===== config.mk =====
export PLATFORM = sky130hd
export DESIGN_NAME = pe_wb_arbiter
export DESIGN_NICKNAME = d
export VERILOG_FILES = /design/src/rtl/pe_pkg.sv /design/src/rtl/pe_wb_fifo.sv /design/src/rtl/pe_wb_arbiter.sv
export SDC_FILE = /design/constraint.sdc
export NUM_CORES = 1
export LEC_CHECK = 0
export BUFFER_PORTS_ARGS = -buffer_cell sky130_fd_sc_hd__buf_2
export CAP_MARGIN = 20
export CELL_PAD_IN_SITES_DETAIL_PLACEMENT = 0
export CELL_PAD_IN_SITES_GLOBAL_PLACEMENT = 1
export CORE_UTILIZATION = 45
export CTS_CLUSTER_DIAMETER = 40
export DETAILED_ROUTE_END_ITERATION = 8
export GPL_ROUTABILITY_DRIVEN = 0
export PLACE_DENSITY = 0.76
export SKIP_LAST_GASP = 1
export SLEW_MARGIN = 20
export SYNTH_ARGS = -nofsm -noshare
export SYNTH_HDL_FRONTEND = slang
export SYNTH_SLANG_ARGS = --single-unit

===== constraint.sdc =====
create_clock -name clk -period 6.5 [get_ports clk]
set_input_delay 0.325 -clock clk [delete_from_list [all_inputs] [get_ports clk]]
set_output_delay 0.325 -clock clk [all_outputs]
set_load 0.05 [all_outputs]

===== src/rtl/pe_pkg.sv =====
// Shared writeback definitions for the PE datapath.
// Widths here match the register file defaults.
package pe_pkg;
   localparam int PE_DATA_W = 32;
   localparam int PE_ADDR_W = 5;

   localparam logic [PE_ADDR_W-1:0] REG_ZERO = '0;

   typedef struct packed {
      logic                 live;
      logic [PE_ADDR_W-1:0] addr;
      logic [PE_DATA_W-1:0] data;
   } pe_wb_entry_t;
endpackage


===== src/rtl/pe_wb_fifo.sv =====
// Circular MAC result buffer with per-entry live bits,
// address squash and associative pending-write lookup.
module pe_wb_fifo
   import pe_pkg::*;
#(
   parameter int DATA_WIDTH = PE_DATA_W,
   parameter int ADDR_WIDTH = PE_ADDR_W,
   parameter int FIFO_DEPTH = 4,
   parameter int CNT_WIDTH  = $clog2(FIFO_DEPTH + 1)
) (
   input  logic                  clk_i,
   input  logic                  rst_i,
   input  logic                  push_i,
   input  logic [ADDR_WIDTH-1:0] push_addr_i,
   input  logic [DATA_WIDTH-1:0] push_data_i,
   input  logic                  pop_i,
   input  logic                  squash_i,
   input  logic [ADDR_WIDTH-1:0] squash_addr_i,
   input  logic [ADDR_WIDTH-1:0] chk_addr_i,
   output logic                  chk_hit_o,
   output logic                  head_live_o,
   output logic [ADDR_WIDTH-1:0] head_addr_o,
   output logic [DATA_WIDTH-1:0] head_data_o,
   output logic [CNT_WIDTH-1:0]  count_o,
   output logic                  full_o,
   output logic                  empty_o
);
   localparam int PTR_W = $clog2(FIFO_DEPTH);

   logic                  live_q [FIFO_DEPTH];
   logic                  live_d [FIFO_DEPTH];
   logic [ADDR_WIDTH-1:0] addr_q [FIFO_DEPTH];
   logic [ADDR_WIDTH-1:0] addr_d [FIFO_DEPTH];
   logic [DATA_WIDTH-1:0] data_q [FIFO_DEPTH];
   logic [DATA_WIDTH-1:0] data_d [FIFO_DEPTH];
   logic [PTR_W-1:0]      rd_q, rd_d;
   logic [PTR_W-1:0]      wr_q, wr_d;
   logic [CNT_WIDTH-1:0]  count_q, count_d;

   // Live bits are cleared on pop, so free slots never match a lookup.
   always_comb begin
      live_d  = live_q;
      addr_d  = addr_q;
      data_d  = data_q;
      rd_d    = rd_q;
      wr_d    = wr_q;
      for (int i = 0; i < FIFO_DEPTH; i++) begin
         if (squash_i && addr_q[i] == squash_addr_i) live_d[i] = 1'b0;
      end
      if (pop_i) begin
         live_d[rd_q] = 1'b0;
         rd_d         = rd_q + PTR_W'(1);
      end
      if (push_i) begin
         live_d[wr_q] = !(squash_i && push_addr_i == squash_addr_i);
         addr_d[wr_q] = push_addr_i;
         data_d[wr_q] = push_data_i;
         wr_d         = wr_q + PTR_W'(1);
      end
      count_d = count_q + CNT_WIDTH'(push_i) - CNT_WIDTH'(pop_i);
   end

   always_ff @(posedge clk_i or posedge rst_i) begin
      if (rst_i) begin
         live_q  <= '{default: 1'b0};
         addr_q  <= '{default: '0};
         data_q  <= '{default: '0};
         rd_q    <= '0;
         wr_q    <= '0;
         count_q <= '0;
      end else begin
         live_q  <= live_d;
         addr_q  <= addr_d;
         data_q  <= data_d;
         rd_q    <= rd_d;
         wr_q    <= wr_d;
         count_q <= count_d;
      end
   end

   always_comb begin
      chk_hit_o = 1'b0;
      for (int i = 0; i < FIFO_DEPTH; i++) begin
         if (live_q[i] && addr_q[i] == chk_addr_i) chk_hit_o = 1'b1;
      end
      if (chk_addr_i == ADDR_WIDTH'(REG_ZERO)) chk_hit_o = 1'b0;
   end

   assign head_live_o = live_q[rd_q];
   assign head_addr_o = addr_q[rd_q];
   assign head_data_o = data_q[rd_q];
   assign count_o     = count_q;
   assign full_o      = (count_q == CNT_WIDTH'(FIFO_DEPTH));
   assign empty_o     = (count_q == '0);
endmodule


===== src/rtl/pe_wb_arbiter.sv =====
// PE writeback: ALU-first merge of ALU and buffered MAC
// results onto the register file write port.
module pe_wb_arbiter
   import pe_pkg::*;
#(
   parameter int DATA_WIDTH = PE_DATA_W,
   parameter int ADDR_WIDTH = PE_ADDR_W,
   parameter int FIFO_DEPTH = 4,
   parameter int CNT_WIDTH  = $clog2(FIFO_DEPTH + 1)
) (
   input  logic                  clk,
   input  logic                  rst,
   input  logic                  alu_valid,
   input  logic [ADDR_WIDTH-1:0] alu_addr,
   input  logic [DATA_WIDTH-1:0] alu_data,
   input  logic                  mac_valid,
   output logic                  mac_ready,
   input  logic [ADDR_WIDTH-1:0] mac_addr,
   input  logic [DATA_WIDTH-1:0] mac_data,
   output logic                  wr_en,
   output logic [ADDR_WIDTH-1:0] wr_addr,
   output logic [DATA_WIDTH-1:0] wr_data,
   input  logic [ADDR_WIDTH-1:0] chk_addr,
   output logic                  chk_hit,
   output logic [CNT_WIDTH-1:0]  fifo_count
);
   logic                  full, empty;
   logic                  push, pop, alu_wr, mac_wr;
   logic                  head_live;
   logic [ADDR_WIDTH-1:0] head_addr;
   logic [DATA_WIDTH-1:0] head_data;
   logic                  wr_en_q, wr_en_d;
   logic [ADDR_WIDTH-1:0] wr_addr_q, wr_addr_d;
   logic [DATA_WIDTH-1:0] wr_data_q, wr_data_d;

   assign mac_ready = !rst && !full;
   assign push      = mac_valid && mac_ready &&
                      mac_addr != ADDR_WIDTH'(REG_ZERO);
   assign alu_wr    = alu_valid && alu_addr != ADDR_WIDTH'(REG_ZERO);
   // Any ALU slot, even to r0, blocks the pop.
   assign pop       = !alu_valid && !empty;
   assign mac_wr    = pop && head_live;

   pe_wb_fifo #(
      .DATA_WIDTH (DATA_WIDTH),
      .ADDR_WIDTH (ADDR_WIDTH),
      .FIFO_DEPTH (FIFO_DEPTH),
      .CNT_WIDTH  (CNT_WIDTH)
   ) u_fifo (
      .clk_i         (clk),
      .rst_i         (rst),
      .push_i        (push),
      .push_addr_i   (mac_addr),
      .push_data_i   (mac_data),
      .pop_i         (pop),
      .squash_i      (alu_wr),
      .squash_addr_i (alu_addr),
      .chk_addr_i    (chk_addr),
      .chk_hit_o     (chk_hit),
      .head_live_o   (head_live),
      .head_addr_o   (head_addr),
      .head_data_o   (head_data),
      .count_o       (fifo_count),
      .full_o        (full),
      .empty_o       (empty)
   );

   always_comb begin
      wr_en_d   = alu_wr || mac_wr;
      wr_addr_d = wr_addr_q;
      wr_data_d = wr_data_q;
      if (alu_wr) begin
         wr_addr_d = alu_addr;
         wr_data_d = alu_data;
      end else if (mac_wr) begin
         wr_addr_d = head_addr;
         wr_data_d = head_data;
      end
   end

   always_ff @(posedge clk or posedge rst) begin
      if (rst) begin
         wr_en_q   <= 1'b0;
         wr_addr_q <= '0;
         wr_data_q <= '0;
      end else begin
         wr_en_q   <= wr_en_d;
         wr_addr_q <= wr_addr_d;
         wr_data_q <= wr_data_d;
      end
   end

   assign wr_en   = wr_en_q;
   assign wr_addr = wr_addr_q;
   assign wr_data = wr_data_q;
endmodule


# Yosys cells after proc, flatten, opt, wreduce, memory -nomap -nowiden
# Cells that the tools add are included.
word_totals:
  out_inout_bits: 43
  regBits: 197
  wordCells: 103
  in_bits: 83
classes:
  addsub: 4
  n_eq_ne: 10
  n_lt_le_gt_ge: 4
  bitwise_logic: 4
  n_reduce_logical: 28
  n_mux: 35
ops:
  columns: ["operator", "count"]
  rows:
  - ["$mux 32", 5]
  - ["$bwmux 128", 1]
  - ["$bmux 32 s2", 1]
  - ["$demux 32 s2", 1]
  - ["$eq 5x5->1", 9]
  - ["$mux 5", 5]
  - ["$bwmux 20", 1]
  - ["$logic_and 1x1->1", 17]
  - ["$mux 1", 13]
  - ["$bmux 5 s2", 1]
  - ["$demux 5 s2", 1]
  - ["$reduce_bool 5->1", 2]
  - ["$mux 4", 2]
  - ["$ge 3x3->1 const B", 2]
  - ["$lt 3x1->1 const B", 2]
  - ["$not 2->3", 2]
  - ["$logic_not 1->1", 5]
  - ["$logic_not 5->1", 1]
  - ["$add 2x1->2 const B", 2]
  - ["$and 4x4->4", 1]
  - ["$bwmux 4", 1]
  - ["$demux 1 s2", 2]
  - ["$not 4->4", 1]
  - ["$add 3x1->3", 1]
  - ["6 further kinds", 6]

# Logic depth before layout (Yosys ltp)
depth:
  depth_word: 10
  mapped_depth: 9
  ltp_nobuf: 9

# Modules after synthesis
# A second synthesis with hierarchy kept.
unflattened:
  cells_unflattened: 631
  hier_area_um2: 9516.6
by_module_without_submodules:
  columns: ["mod", "area_per_inst_um2", "seq_area_each_um2", "cells_per_inst", "n_inst"]
  rows:
  - ["pe_wb_fifo", 7602.3, 3978.8, 494, 1]
  - ["pe_wb_arbiter", 1914.3, 950.9, 137, 1]

# Worst setup path after synthesis
# No wires, ideal clock.
synth_timing:
  kind: "input port to flip-flop"
  from: "input rst"
  to: "register u_fifo.addr_q[0] (netlist name)"
  required_ns: 6.375
  t_arrival_ns: 5.750
  setup_ns: 0.125
  cell_stages: 6
  slack_ns: 0.625
  n_path_buf: 2
  cell_sequence: "inv_1 -> o211ai_4 -> nor2_2 -> buf_6 -> buf_6 -> mux2_4"
synth_via:
  elab_chain_cells: 4
synth_rtl:
  columns: ["element", "line_no", "source"]
  rows:
  - ["from (decl)", "pe_wb_arbiter.sv:12", "input logic rst,"]
  - ["$logic_not 1->1 (no line)", null, null]
  - ["$logic_and 1x1->1", "pe_wb_arbiter.sv:36", "assign mac_ready = !rst && !full;"]
  - ["$logic_and 1x1->1 (2 in a row)", "pe_wb_arbiter.sv:37", "assign push = mac_valid && mac_ready &&"]
  - ["to (signal assigned)", "pe_wb_fifo.sv:73", "addr_q <= addr_d;"]
  - ["to (decl)", "pe_wb_fifo.sv:32", "logic [ADDR_WIDTH-1:0] addr_q [FIFO_DEPTH];"]
# Every way passes these cells.
# A chain may end at the register's enable or synchronous reset.

# Worst setup path after layout
layout_timing:
  from: "input rst"
  to: "register u_fifo.data_q[104] (netlist name)"
layout_via:
  elab_chain_cells: 4
layout_rtl:
  columns: ["element", "line_no", "source"]
  rows:
  - ["$logic_not 1->1 (no line)", null, null]
  - ["$logic_and 1x1->1", "pe_wb_arbiter.sv:36", null]
  - ["$logic_and 1x1->1 (2 in a row)", "pe_wb_arbiter.sv:37", null]
  - ["to (signal assigned)", "pe_wb_fifo.sv:74", "data_q <= data_d;"]
  - ["to (decl)", "pe_wb_fifo.sv:34", "logic [DATA_WIDTH-1:0] data_q [FIFO_DEPTH];"]
# Every way passes these cells.

==> metrics.md <==
| Metric | Value |
|---|---|
| Endpoint kind of the worst setup timing path | `register` |
| Post-Place Setup Slack | `3.404 ns` |
| Clock latency on the worst-skew pair | `0.42 ns` |
| Outcome | `finished clean` |
| Wire length of the first global-routing pass | `33,800 um` |
| Power density over cell area | `525.3 nW/um^2` |
| Leakage | `4.824 nW` |
| Mean post-synth cell area | `14.28 um^2` |
| CTS tree | `built` |
| Register Area | `4932 um^2` |
| Max_slew headroom | `38.24%` |
| Htree depth | `4` |
| Die Outline Area | `21,880 um^2` |
| Total length of routed wires | `20,740 um` |
| Setup Crit Path Kind | `in -> reg` |
| Max Clk Rate | `0.3901 GHz` |
| Gate Count Post-Synth | `671` |
| Drt via density | `5.356` |
| Overall routing resource usage | `20.27%` |
| # nets final | `871` |
| Combined area of all synthesized cells | `9582 um^2` |
| Final period utilization | `39.44%` |
| Number of flops mapped to enable cells by yosys | `0` |
| Worst Path Arrival | `2.87 ns` |
| Antenna violation net count after detailed routing | `0` |
| Die height | `147.9 um` |
| Fill cell total of the finished layout | `1,774` |
| Per-cell routed wire length | `19.46 um` |
| Initial detailed-routing violation count | `264` |
| Post-cts repair resize count | `0` |
| Number of placed I/O pins | `126` |
| Clock sink count | `197` |
| Crit Path Max Fanout | `133` |
| Unrepaired setup endpoints after global routing | `false` |
| Clk Tree Root Cell | `sky130_fd_sc_hd__clkbuf_16` |
| Transition at the pin with the smallest max-transition slack | `0.9264 ns` |
| Antenna violations before repair | `4` |
| Post-synth ARST share | `100.0%` |
| Synth warn | `0` |
| Final sum of negative setup slack | `0 ns` |
| Footprint of the multi-input gates | `4327 um^2` |
| Final clock skew | `0.01099 ns` |
| Final-report max-slew violation count | `0` |
| CTS Buf Count | `17` |
| Critical path's largest stage delay | `0.62 ns` |
| Number of setup violations in the final report | `0` |
| Signed area change from the synthesized netlist to the final layout | `14.40%` |
| Endpoints failing hold | `0` |
| Vias in the first global route | `6,283` |
| Synthesized net count | `765` |
| Critical path required time | `6.81 ns` |
| Final setup margin | `3.937 ns` |
| Post-CTS Hold Fix Bufs | `0` |
| Initial Utilization | `45.72%` |
| Sort of element at the start of the critical path | `primary input` |
| Count of state elements after synthesis | `197` |
| Core region area | `20,960 um^2` |
| Post-CTS clock slew at the launch and capture registers of the worst setup and hold paths | `0.07 ns` |
| Worst IR Drop VDD | `0.2820 mV` |
| First-pass iteration count of the detailed router | `4` |
| Class of the tightest hold or removal check | `in -> async` |
| Critical path cell sequence | `buf_2 -> inv_8 -> o211ai_4 -> nor2_4 -> buf_4 -> mux2_2` |
| Number of max-cap violations | `0` |
| Prevailing post-synth register cell | `sky130_fd_sc_hd__dfrtp_1` |
| Maximum clock path buffer count | `2` |
| Floorplan die width | `147.9 um` |
| Sequential cell area fraction in the yosys report | `51.45%` |
| Register-to-register setup slack | `4.01 ns` |
| Port Buffers | `125` |
| Number of distinct standard cells referenced by the synthesized netlist | `35` |
| Pin count of the biggest net entering global routing | `134` |
| Proportion of layout cells with a drive suffix above 1 | `46.45%` |
| Detailed-route via count | `5,709` |
| Final critical delay including setup and external delays | `2.563 ns` |
| HPWL Detailed | `13,500 um` |
| Post-CTS repair timing setup buffer count | `0` |
| Crit-path slowest cell | `sky130_fd_sc_hd__nor2_4` |
| Count of unresolved DRC violations after routing | `0` |
| Overall overflow remaining after global route | `0` |
| Row cnt | `53` |
## cells in the final DEF (no fill, tap or decap), drive strengths merged, types with 3 or more instances in the layout
cell type / count
clkbuf: 19
mux2i: 37
a21oi: 32
dfrtp: 197
inv: 14
nand2: 23
bufinv: 4
clkinvlp: 3
nor4: 8
xor2: 28
or4: 3
buf: 133
o21ai: 7
mux4: 38
nor2: 37
diode: 3
o31ai: 4
ha: 10
xnor2: 21
mux2: 149
nand3: 8
## per-layer routing
metal	up-vias	global-route usage, %	share of wire [%]
met1	2943	26.34	44
met4	2	6.031	1.4
li1	2603	-	-
met2	134	33.94	50
met3	27	4.568	4.4
met5	-	0	0.053
## power by group
group          leakage (nW)  switching [W]  internal [W]
combinational          2.18        0.00124       0.00118
sequential             2.35       0.000392       0.00184
clock                 0.292       0.000454      0.000654
total                  4.82        0.00209       0.00367
## sequential cells by signal (all words and copies together) (netlist names)
name,count
u_fifo.live_q,4
u_fifo.data_q,128
u_fifo.rd_q,2
wr_addr,5
wr_data,32
u_fifo.wr_q,2
u_fifo.count_o,3
wr_en,1
u_fifo.addr_q,20
## logic make-up after synthesis
logic type / Yosys count / synth area share [%]
mux: 224 / 31.56
simple gates: 87 / 4.362
flops: 197 / 51.45
buf+inv: 57 / 3.748
fa+ha+maj: 11 / 1.515
xor+xnor: 49 / 4.479
compound gates: 46 / 2.886
## synthesized netlist by cell type, types with 10 or more instances
cell type / n / area, um^2
sky130_fd_sc_hd__clkbuf_1: 11 / 41.29
sky130_fd_sc_hd__nand2_1: 23 / 86.33
sky130_fd_sc_hd__a21oi_1: 30 / 150.1
sky130_fd_sc_hd__xnor2_1: 21 / 183.9
sky130_fd_sc_hd__xor2_1: 28 / 245.2
sky130_fd_sc_hd__mux2i_1: 37 / 370.4
sky130_fd_sc_hd__buf_2: 14 / 70.07
sky130_fd_sc_hd__dfrtp_1: 197 / 4930
sky130_fd_sc_hd__inv_1: 11 / 41.29
sky130_fd_sc_hd__mux4_2: 38 / 855.8
sky130_fd_sc_hd__mux2_2: 117 / 1318
sky130_fd_sc_hd__nor2_1: 33 / 123.9
sky130_fd_sc_hd__buf_6: 15 / 168.9
sky130_fd_sc_hd__ha_1: 10 / 125.1
sky130_fd_sc_hd__mux2_4: 32 / 480.5
## worst max-delay path: cells and delay by family
kind | cells | cell delay (ns)
buffers and inverters | 3 | 1.16
AND/OR/NAND/NOR | 1 | 0.62
multiplexers | 1 | 0.38
AO/OA/AOI/OAI | 1 | 0.28
## per-stage QoR
step / util [%] / area (um^2) / power, W / hold WS (ns) / instances
floorplan: - / 9582 / 0.004118 / 0.4730 / 671
global placement: 49.32 / 10330 / 0.004565 / 0.4835 / 1033
detailed placement: 49.33 / 10340 / 0.004695 / 0.4915 / 1033
CTS: 52.27 / 10950 / 0.005818 / 0.1538 / 1063
global route: 52.29 / 10960 / 0.006091 / 0.1617 / 1064
finish: 52.31 / 10960 / 0.005758 / 0.1077 / 1066
## worst paths after layout
kind | to | cells past startpoint | start
max in group asynchronous | u_fifo.data_q[102] | 3 | rst
min in group clk | u_fifo.data_q[116] | 2 | mac_data[20]
max | u_fifo.data_q[104] | 6 | rst
max reg2reg | u_fifo.count_o[2] | 9 | u_fifo.count_o[1]
min reg2reg | u_fifo.data_q[48] | 1 | u_fifo.data_q[48]
min | u_fifo.data_q[91] | 2 | rst
## cell type report
cell class              count  area share [%]
diodes                      3         0.06849
flip-flops and latches    197           44.99
clock buffers              19           4.041
inverters                  11          0.4452
repair buffers            133           6.255
clock inverters            11           1.587
multi-input cells         417           39.47
well taps                 275           3.139
Note: power is estimated with default switching activity, not from simulation.
